===== src/rtl/percept_ctrl.sv =====
// Host-side sequencer for one percept cell: serializes a weight/input pair,
// strobes multiply-accumulate, and optionally deserializes the accumulator.
module percept_ctrl #(
  parameter int WIDTH      = 32,
  parameter int ACC_CYCLES = 1
) (
  input  logic             clk,
  input  logic             Rst,
  input  logic             cmd_valid,
  output logic             cmd_ready,
  input  logic [WIDTH-1:0] cmd_weight,
  input  logic [WIDTH-1:0] cmd_in,
  input  logic             cmd_read,
  output logic             res_valid,
  input  logic             res_ready,
  output logic [WIDTH-1:0] res_data,
  output logic             busy,
  output logic             shift_in,
  output logic             data_in,
  output logic             mul_and_acc,
  output logic             shift_out,
  input  logic             data_out
);

  localparam int CNT_MAX = (WIDTH > ACC_CYCLES) ? WIDTH : ACC_CYCLES;
  localparam int CNT_W   = (CNT_MAX > 1) ? $clog2(CNT_MAX) : 1;
  localparam logic [CNT_W-1:0] LOAD_LAST = CNT_W'(WIDTH - 1);
  localparam logic [CNT_W-1:0] ACC_LAST  = CNT_W'(ACC_CYCLES - 1);

  typedef enum logic [2:0] {
    IDLE,
    LOAD_W,
    LOAD_X,
    MAC,
    READ,
    RESP
  } state_t;

  state_t           state_q, state_d;
  logic [CNT_W-1:0] cnt_q, cnt_d;
  logic [WIDTH-1:0] w_q, w_d;
  logic [WIDTH-1:0] x_q, x_d;
  logic             rd_q, rd_d;
  logic [WIDTH-1:0] cap_q, cap_d;
  logic [WIDTH-1:0] res_d;

  logic cmd_ready_d, res_valid_d, busy_d;
  logic shift_in_d, data_in_d, mul_and_acc_d, shift_out_d;

  // Next state and datapath. One shared down-counter paces every timed state.
  always_comb begin
    // NOTE: every variable gets a default first so no path leaves one
    // unassigned, which would otherwise infer a latch.
    state_d = state_q;
    cnt_d   = cnt_q;
    w_d     = w_q;
    x_d     = x_q;
    rd_d    = rd_q;
    cap_d   = cap_q;
    res_d   = res_data;

    case (state_q)
      IDLE: begin
        if (cmd_valid) begin
          state_d = LOAD_W;
          cnt_d   = LOAD_LAST;
          w_d     = cmd_weight;
          x_d     = cmd_in;
          rd_d    = cmd_read;
        end
      end
      LOAD_W: begin
        if (cnt_q == '0) begin
          state_d = LOAD_X;
          cnt_d   = LOAD_LAST;
        end else begin
          cnt_d = cnt_q - 1'b1;
        end
      end
      LOAD_X: begin
        if (cnt_q == '0) begin
          state_d = MAC;
          cnt_d   = ACC_LAST;
        end else begin
          cnt_d = cnt_q - 1'b1;
        end
      end
      MAC: begin
        if (cnt_q == '0) begin
          state_d = rd_q ? READ : IDLE;
          cnt_d   = LOAD_LAST;
        end else begin
          cnt_d = cnt_q - 1'b1;
        end
      end
      READ: begin
        // First sample lands in the MSB after WIDTH left shifts.
        cap_d = {cap_q[WIDTH-2:0], data_out};
        if (cnt_q == '0) begin
          state_d = RESP;
          res_d   = cap_d;
        end else begin
          cnt_d = cnt_q - 1'b1;
        end
      end
      RESP: begin
        if (res_ready) state_d = IDLE;
      end
      default: state_d = IDLE;
    endcase
  end

  // Outputs are decoded from the next state so they leave the block registered
  // and line up with the state they describe.
  always_comb begin
    cmd_ready_d   = (state_d == IDLE);
    busy_d        = (state_d != IDLE);
    shift_in_d    = (state_d == LOAD_W) || (state_d == LOAD_X);
    mul_and_acc_d = (state_d == MAC);
    shift_out_d   = (state_d == READ);
    res_valid_d   = (state_d == RESP);
    data_in_d     = 1'b0;
    if (state_d == LOAD_W)      data_in_d = w_d[cnt_d];
    else if (state_d == LOAD_X) data_in_d = x_d[cnt_d];
  end

  // NOTE: sequential state uses non-blocking assignments so every register
  // samples pre-edge values, independent of statement order.
  always_ff @(posedge clk) begin
    if (Rst) begin
      state_q     <= IDLE;
      cnt_q       <= '0;
      w_q         <= '0;
      x_q         <= '0;
      rd_q        <= 1'b0;
      cap_q       <= '0;
      res_data    <= '0;
      cmd_ready   <= 1'b1;
      res_valid   <= 1'b0;
      busy        <= 1'b0;
      shift_in    <= 1'b0;
      data_in     <= 1'b0;
      mul_and_acc <= 1'b0;
      shift_out   <= 1'b0;
    end else begin
      state_q     <= state_d;
      cnt_q       <= cnt_d;
      w_q         <= w_d;
      x_q         <= x_d;
      rd_q        <= rd_d;
      cap_q       <= cap_d;
      res_data    <= res_d;
      cmd_ready   <= cmd_ready_d;
      res_valid   <= res_valid_d;
      busy        <= busy_d;
      shift_in    <= shift_in_d;
      data_in     <= data_in_d;
      mul_and_acc <= mul_and_acc_d;
      shift_out   <= shift_out_d;
    end
  end

endmodule


===== config.mk =====
export PLATFORM = sky130hd
export DESIGN_NAME = percept_ctrl
export DESIGN_NICKNAME = d
export VERILOG_FILES = /design/src/rtl/percept_ctrl.sv
export SDC_FILE = /design/constraint.sdc
export NUM_CORES = 1
export LEC_CHECK = 0
export ABC_AREA = 1
export BUFFER_PORTS_ARGS = -buffer_cell sky130_fd_sc_hd__buf_2
export CORE_UTILIZATION = 45
export CTS_CLUSTER_DIAMETER = 100
export DETAILED_ROUTE_END_ITERATION = 6
export PLACE_DENSITY = 0.63
export SLEW_MARGIN = 20
export SYNTH_ARGS = -nofsm -noshare
export SYNTH_HDL_FRONTEND = slang
export SYNTH_SLANG_ARGS = --single-unit
export TNS_END_PERCENT = 1

===== constraint.sdc =====
create_clock -name clk -period 3.4 [get_ports clk]
set_clock_uncertainty 0.2 [all_clocks]
set_input_delay 0.17 -clock clk [delete_from_list [all_inputs] [get_ports clk]]
set_output_delay 0.17 -clock clk [all_outputs]
set_load 0.05 [all_outputs]

* After elaboration in Yosys (flattened, before gate mapping)
Index checks and enable logic that the tools add are counted.
** Word-level totals
- Flip-flop bits (word level) :: 143
- Bits of input ports :: 70
- Output and inout bits :: 39
- Logic and storage cells :: 57
** Cells by class
- Add/subtract/negate cells :: 1
- $lt $le $gt $ge :: 1
- Equality and inequality tests :: 10
- Multiplexer cells :: 23
- Reductions and logical operators :: 8
** Operators with widths (count)
- 32-bit 2-to-1 mux :: 4
- 3-bit 2-to-1 mux :: 7
- 5-bit 2-to-1 mux :: 4
- 5-bit case mux with 4 select lines :: 1
- 3-bit case mux with 6 select lines :: 1
- 3-bit by 2-bit equality test with 1-bit output, second input constant :: 4
- 3-bit equality test, second input constant :: 4
- 1-bit binary-select mux with 5-bit select :: 2
- 3-bit by 1-bit equality test with 1-bit output, second input constant :: 2
- 3-bit logical NOT :: 2
- 5-bit by 6-bit less-than comparator with 1-bit output, second input constant :: 1
- 5-bit logical NOT :: 1
- 5-bit by 1-bit subtractor with 5-bit output, second input constant :: 1
- 1-bit 2-to-1 mux :: 4
- 2-bit AND reduction :: 2
- 3-bit nonzero test :: 1
- 2-bit OR reduction :: 1
- 1-bit logical OR :: 1

* Depth between registers and ports, before layout
- Depth in word-level cells :: 7
- Mapped depth :: 21
- Mapped depth without buffers :: 21

* Worst setup path after synthesis
OpenSTA, ideal clock, no wires.
- Path kind :: flip-flop to flip-flop
- From :: register cnt_q[0]
- To :: register data_in
- Library setup time :: 131 ps
- Arrival time :: 2332 ps
- Data required time :: 3069 ps
- Slack :: 738 ps
- Cell stages (with the launch flop) :: 21
- Path buffers :: 1
- Clock period less this slack :: 2662 ps
- Path through :: dfxtp_1 inv_1 ha_1 nand2_1 nor2_2 inv_1 ha_1 inv_1 nand3_1 nand2_1 nor2_4 nand2_4 buf_2 o21ai_1 nand2_1 nand2_1 nand2_1 nand3_1 nand3_1 nand3_1 a21oi_2
** Between the ends
- Cells in the longest elaborated chain, start to end :: 7
- Elaborated cells on any way between the ends :: 20
- Classes of those cells :: add/sub (1); eq/ne (2); mux (16); reduce/logical (1)
** RTL lines
- start: declaration :: RTL line 40 : logic [CNT_W-1:0] cnt_q, cnt_d;
- start signal: assignment :: RTL line 147 : cnt_q <= cnt_d;
- 5-bit by 1-bit subtractor with 5-bit output / 5-bit logical NOT (equally long branches)
- 5-bit 2-to-1 mux (on tied branches)
- 5-bit case mux with 4 select lines :: RTL line 62 : case (state_q)
- 1-bit binary-select mux with 5-bit select :: RTL line 124 : else if (state_d == LOAD_X) data_in_d = x_d[cnt_d];
- 1-bit 2-to-1 mux (implied by the code) :: RTL line 124
- 1-bit 2-to-1 mux :: RTL line 124
- 1-bit 2-to-1 mux * :: RTL line 123 : if (state_d == LOAD_W) data_in_d = w_d[cnt_d];
- end signal: assignment :: RTL line 157 : data_in <= data_in_d;
- end: declaration :: RTL line 19 : output logic data_in,
Mark *: on every way between the ends. The rest lies on a longest branch, timed or not. The select of a mux whose other input is x is not followed.
A chain may end at the register's enable or synchronous reset.

* Worst setup path after layout
Same ends and word-level chain as after synthesis.

==> impl_metrics.sql <==
INSERT INTO impl_metrics (metric_group, metric, value, unit) VALUES
('yosys', 'largest_cells_by_area_after_synthesis', 'dfxtp_1 45%, nand2_1 12%, nor2_1 6.7%', ''),
('pwr', 'post-layout-total-power', '4.65', 'mW'),
('flow_run', 'max_cap_viol_count', '0', ''),
('global_routing', 'first_global_vias', '5451', ''),
('timing', 'setup_repair_after_global_routing_missed_its_margin', 'false', ''),
('yosys', 'synth-seq-area-share', '45.1', '%'),
('pwr', 'p_comb_share', '22.6', '%'),
('floorplan', 'chipWidth', '121', 'um'),
('drt', 'drt-total-wl', '15.7', 'mm'),
('placed_design', 'hpwlAfterDp', '9.97', 'mm'),
('global_routing', 'grt_first_pass_wirelength', '25.5', 'mm'),
('yosys', 'synth_top_area_share', '45.1', '%'),
('clocking', 'cts-root-buf', 'clkbuf_16', ''),
('yosys', 'synth_enable_flop_cells', '0', ''),
('drt', 'ant_nets', '0', ''),
('clocking', 'tritoncts', 'done', ''),
('floorplan', 'core_area', '13800', 'um2'),
('yosys', 'yosys_warnings', '0', ''),
('critical_path', 'path_buf_inv', '4', ''),
('clocking', 'clockBufferDepth', '2', ''),
('critical_path', 'crit_path_cell_trace', 'inv_1 > ha_1 > nand2_1 > nor2_4 > inv_1 > ha_1 > inv_1 > nand3_1 > nand2_1 > nor2_4 > buf_6 > nand3_1 > nand2_1 > nand2_1 > nand3_1 > nand3_1 > nand3_1 > nand2_1 > nand2_1 > a21oi_2', ''),
('clocking', 'max_h_tree_level', '4', ''),
('layout', 'mostFrequentLayoutCells', '204 x nand2_1, 143 x dfxtp_1, 111 x inv_1, 111 x nor2_1, 107 x buf_2', ''),
('global_routing', 'grt_max_degree', '59', ''),
('yosys', 'postSynth.topFlopCell', 'dfxtp_1', ''),
('timing', 'finalSetupTns', '0', 'ns'),
('drt', 'detail_route.drc_violations', '0', ''),
('timing', 'final_max_slew_viol_count', '0', ''),
('floorplan', 'rows', '43', ''),
('worst_hold_path', 'min_path_type', 'input pin to register', ''),
('yosys', 'syn_nets', '962', ''),
('pwr', 'vdd_drop_max', '292', 'uV'),
('floorplan', 'initial_utilization', '45.9', '%'),
('pwr', 'fraction_of_power_consumed_by_sequential_logic', '39.1', '%'),
('timing', 'clock.fmax', '0.327', 'GHz'),
('placed_design', 'port-buffer-count', '108', ''),
('yosys', 'muxShareOfSynthArea', '0', '%'),
('layout', 'area_of_the_multi_input_gates', '2820', 'um2'),
('critical_path', 'timing.setup.critical_path_class', 'register to register', ''),
('layout', 'layout.cells.most_common', 'nand2_1', ''),
('timing', 'final_min_period_over_clock_period', '90.0', '%'),
('floorplan', 'fp.dieArea', '14600', 'um2'),
('global_routing', 'grt.overflow.total', '0', ''),
('critical_path', 'worst_path_dominant_cell_family', 'simple AND/OR/NAND/NOR gates', ''),
('global_routing', 'grt_antenna_before_repair', '0', ''),
('timing', 'timing_worst_slew_pin_value', '1.03', 'ns'),
('critical_path', 'rr_worst_depth', '20', ''),
('yosys', 'synthXorXnorAreaFrac', '0.276', '%'),
('clocking', 'clk_latency', '0.42', 'ns'),
('placed_design', 'post_dp_cell_area', '6950', 'um2'),
('critical_path', 'crit_path_end_kind', 'register', ''),
('critical_path', 'start_kind', 'register', ''),
('critical_path', 'reg2reg_from', 'cnt_q[0]', ''),
('floorplan', 'dieHeight', '121', 'um'),
('layout', 'layout.area.seq', '2860', 'um2'),
('yosys', 'post_synthesis_share_of_cell_area_spent_on_and_or_nand_and_nor_gates', '28.3', '%'),
('clocking', 'clkSlewWorstSetupHoldPaths', '0.06', 'ns'),
('outcome', 'run_status', 'completed', ''),
('yosys', 'synth_compound_gate_area_share', '14.6', '%'),
('floorplan', 'boundaryPins', '109', ''),
('critical_path', 'timing.critical_path.required', '3.49', 'ns'),
('timing', 'slew_headroom', '31.0', '%'),
('critical_path', 'reg2reg_setup_slack', '0.34', 'ns'),
('critical_path', 'worst_path_max_delay_cell', 'dfxtp_1', ''),
('pwr', 'netSwitchingFraction', '30.1', '%'),
('pwr', 'p_per_area', '566', 'nW/um2'),
('timing', 'timing.final.setup_violations', '0', ''),
('critical_path', 'critical_path.reg2reg.endpoint', 'data_in', ''),
('drt', 'drt_first_pass_iters', '5', ''),
('timing', 'finalCriticalPeriod', '3.06', 'ns'),
('pwr', 'power.leakage', '3.83', 'nW');
==> sequential cells by signal, indices dropped and copies added (netlist names), 3 cells and up <==
signal and cells:
cnt_q 5, state_q 3, cap_q 31, res_data 32, w_q 32, x_q 32
==> power by group through the flow <==
stage / registers [mW] / clock network (mW) / logic, mW
floorplan: 1.87 / 0 / 0.726
global placement: 1.85 / 0 / 0.956
detailed placement: 1.85 / 0 / 0.958
CTS: 1.82 / 1.81 / 1.02
global route: 1.83 / 1.88 / 1.18
finish: 1.82 / 1.78 / 1.05
==> cell families after synthesis <==
| logic type | count (synthesis) |
|---|---|
| buffers and inverters | 170 |
| XOR/XNOR | 2 |
| flip-flops | 143 |
| AO/OA/AOI/OAI | 157 |
| adder cells (fa/ha/maj) | 3 |
| AND/OR/NAND/NOR | 414 |
==> worst max path at each step <==
| stage | start | endpoint | slack, ns | cells after the start |
|---|---|---|---|---|
| global route | cnt_q[0] | data_in | 0.04 | 21 |
| CTS | cnt_q[0] | data_in | 0.23 | 20 |
| finish | cnt_q[0] | data_in | 0.34 | 20 |
| detailed placement | cnt_q[0] | data_in | 0.25 | 20 |
| global placement | cnt_q[0] | data_in | 0.31 | 20 |
| floorplan | cnt_q[0] | data_in | 0.74 | 20 |
==> cell usage after synthesis (2+ instances only) <==
library cell / number
a211oi_1: 30
dfxtp_1: 143
nand2_1: 204
buf_4: 3
nand3_2: 2
nand2_2: 5
inv_2: 7
a21oi_2: 2
inv_1: 111
ha_1: 3
o21a_1: 14
or2_0: 8
clkbuf_1: 25
nand3_1: 66
o21ai_0: 49
nor2_2: 3
buf_2: 16
nor2_8: 3
buf_6: 5
nor2_1: 113
a21oi_1: 38
o21ai_1: 19
==> stage by stage <==
step	instances	utilization, %	hold slack [ns]	setup slack (ns)
final	1234	59.4	0.0329	0.340
after CTS	1232	59.1	0.0391	0.227
after global placement	1135	50.2	0.225	0.314
after floorplan	889	-	0.0615	0.738
after detailed placement	1135	50.2	0.229	0.245
after global routing	1234	59.4	0.0827	0.0394
==> layout make-up <==
class	count	area share (%)
clock buffers	25	6.04
clock inverters	7	0.945
inverters	120	5.55
multi-input cells	577	34.3
flip-flops and latches	143	34.9
well taps	180	2.74
repair buffers	182	15.6
==> tightest hold or removal path, delay by kind of cell <==
| family | cells | cell delay (ns) |
|---|---|---|
| and+or+nand+nor | 2 | 0.18 |
| buffers and inverters | 2 | 0.12 |
| AOI/OAI and AO/OA | 1 | 0.15 |
==> layer usage <==
metal  routed length, um  GRT usage, %  vias to the layer above
met5                   0             0                        -
met4                 201          8.18                        0
met3                 666          4.86                       16
met2                7380          37.1                      112
met1                7420          28.2                     2671
li1                    -             -                     3113
==> repair_timing <==
item / in CTS / in global routing
buffers inserted: 0 / 1
gates resized for setup: 0 / 4
endpoints found under the hold margin: 73 / 0
setup endpoints to repair: 0 / 1
hold buffers: 65 / 0
Note: power is estimated with default switching activity, not from simulation.
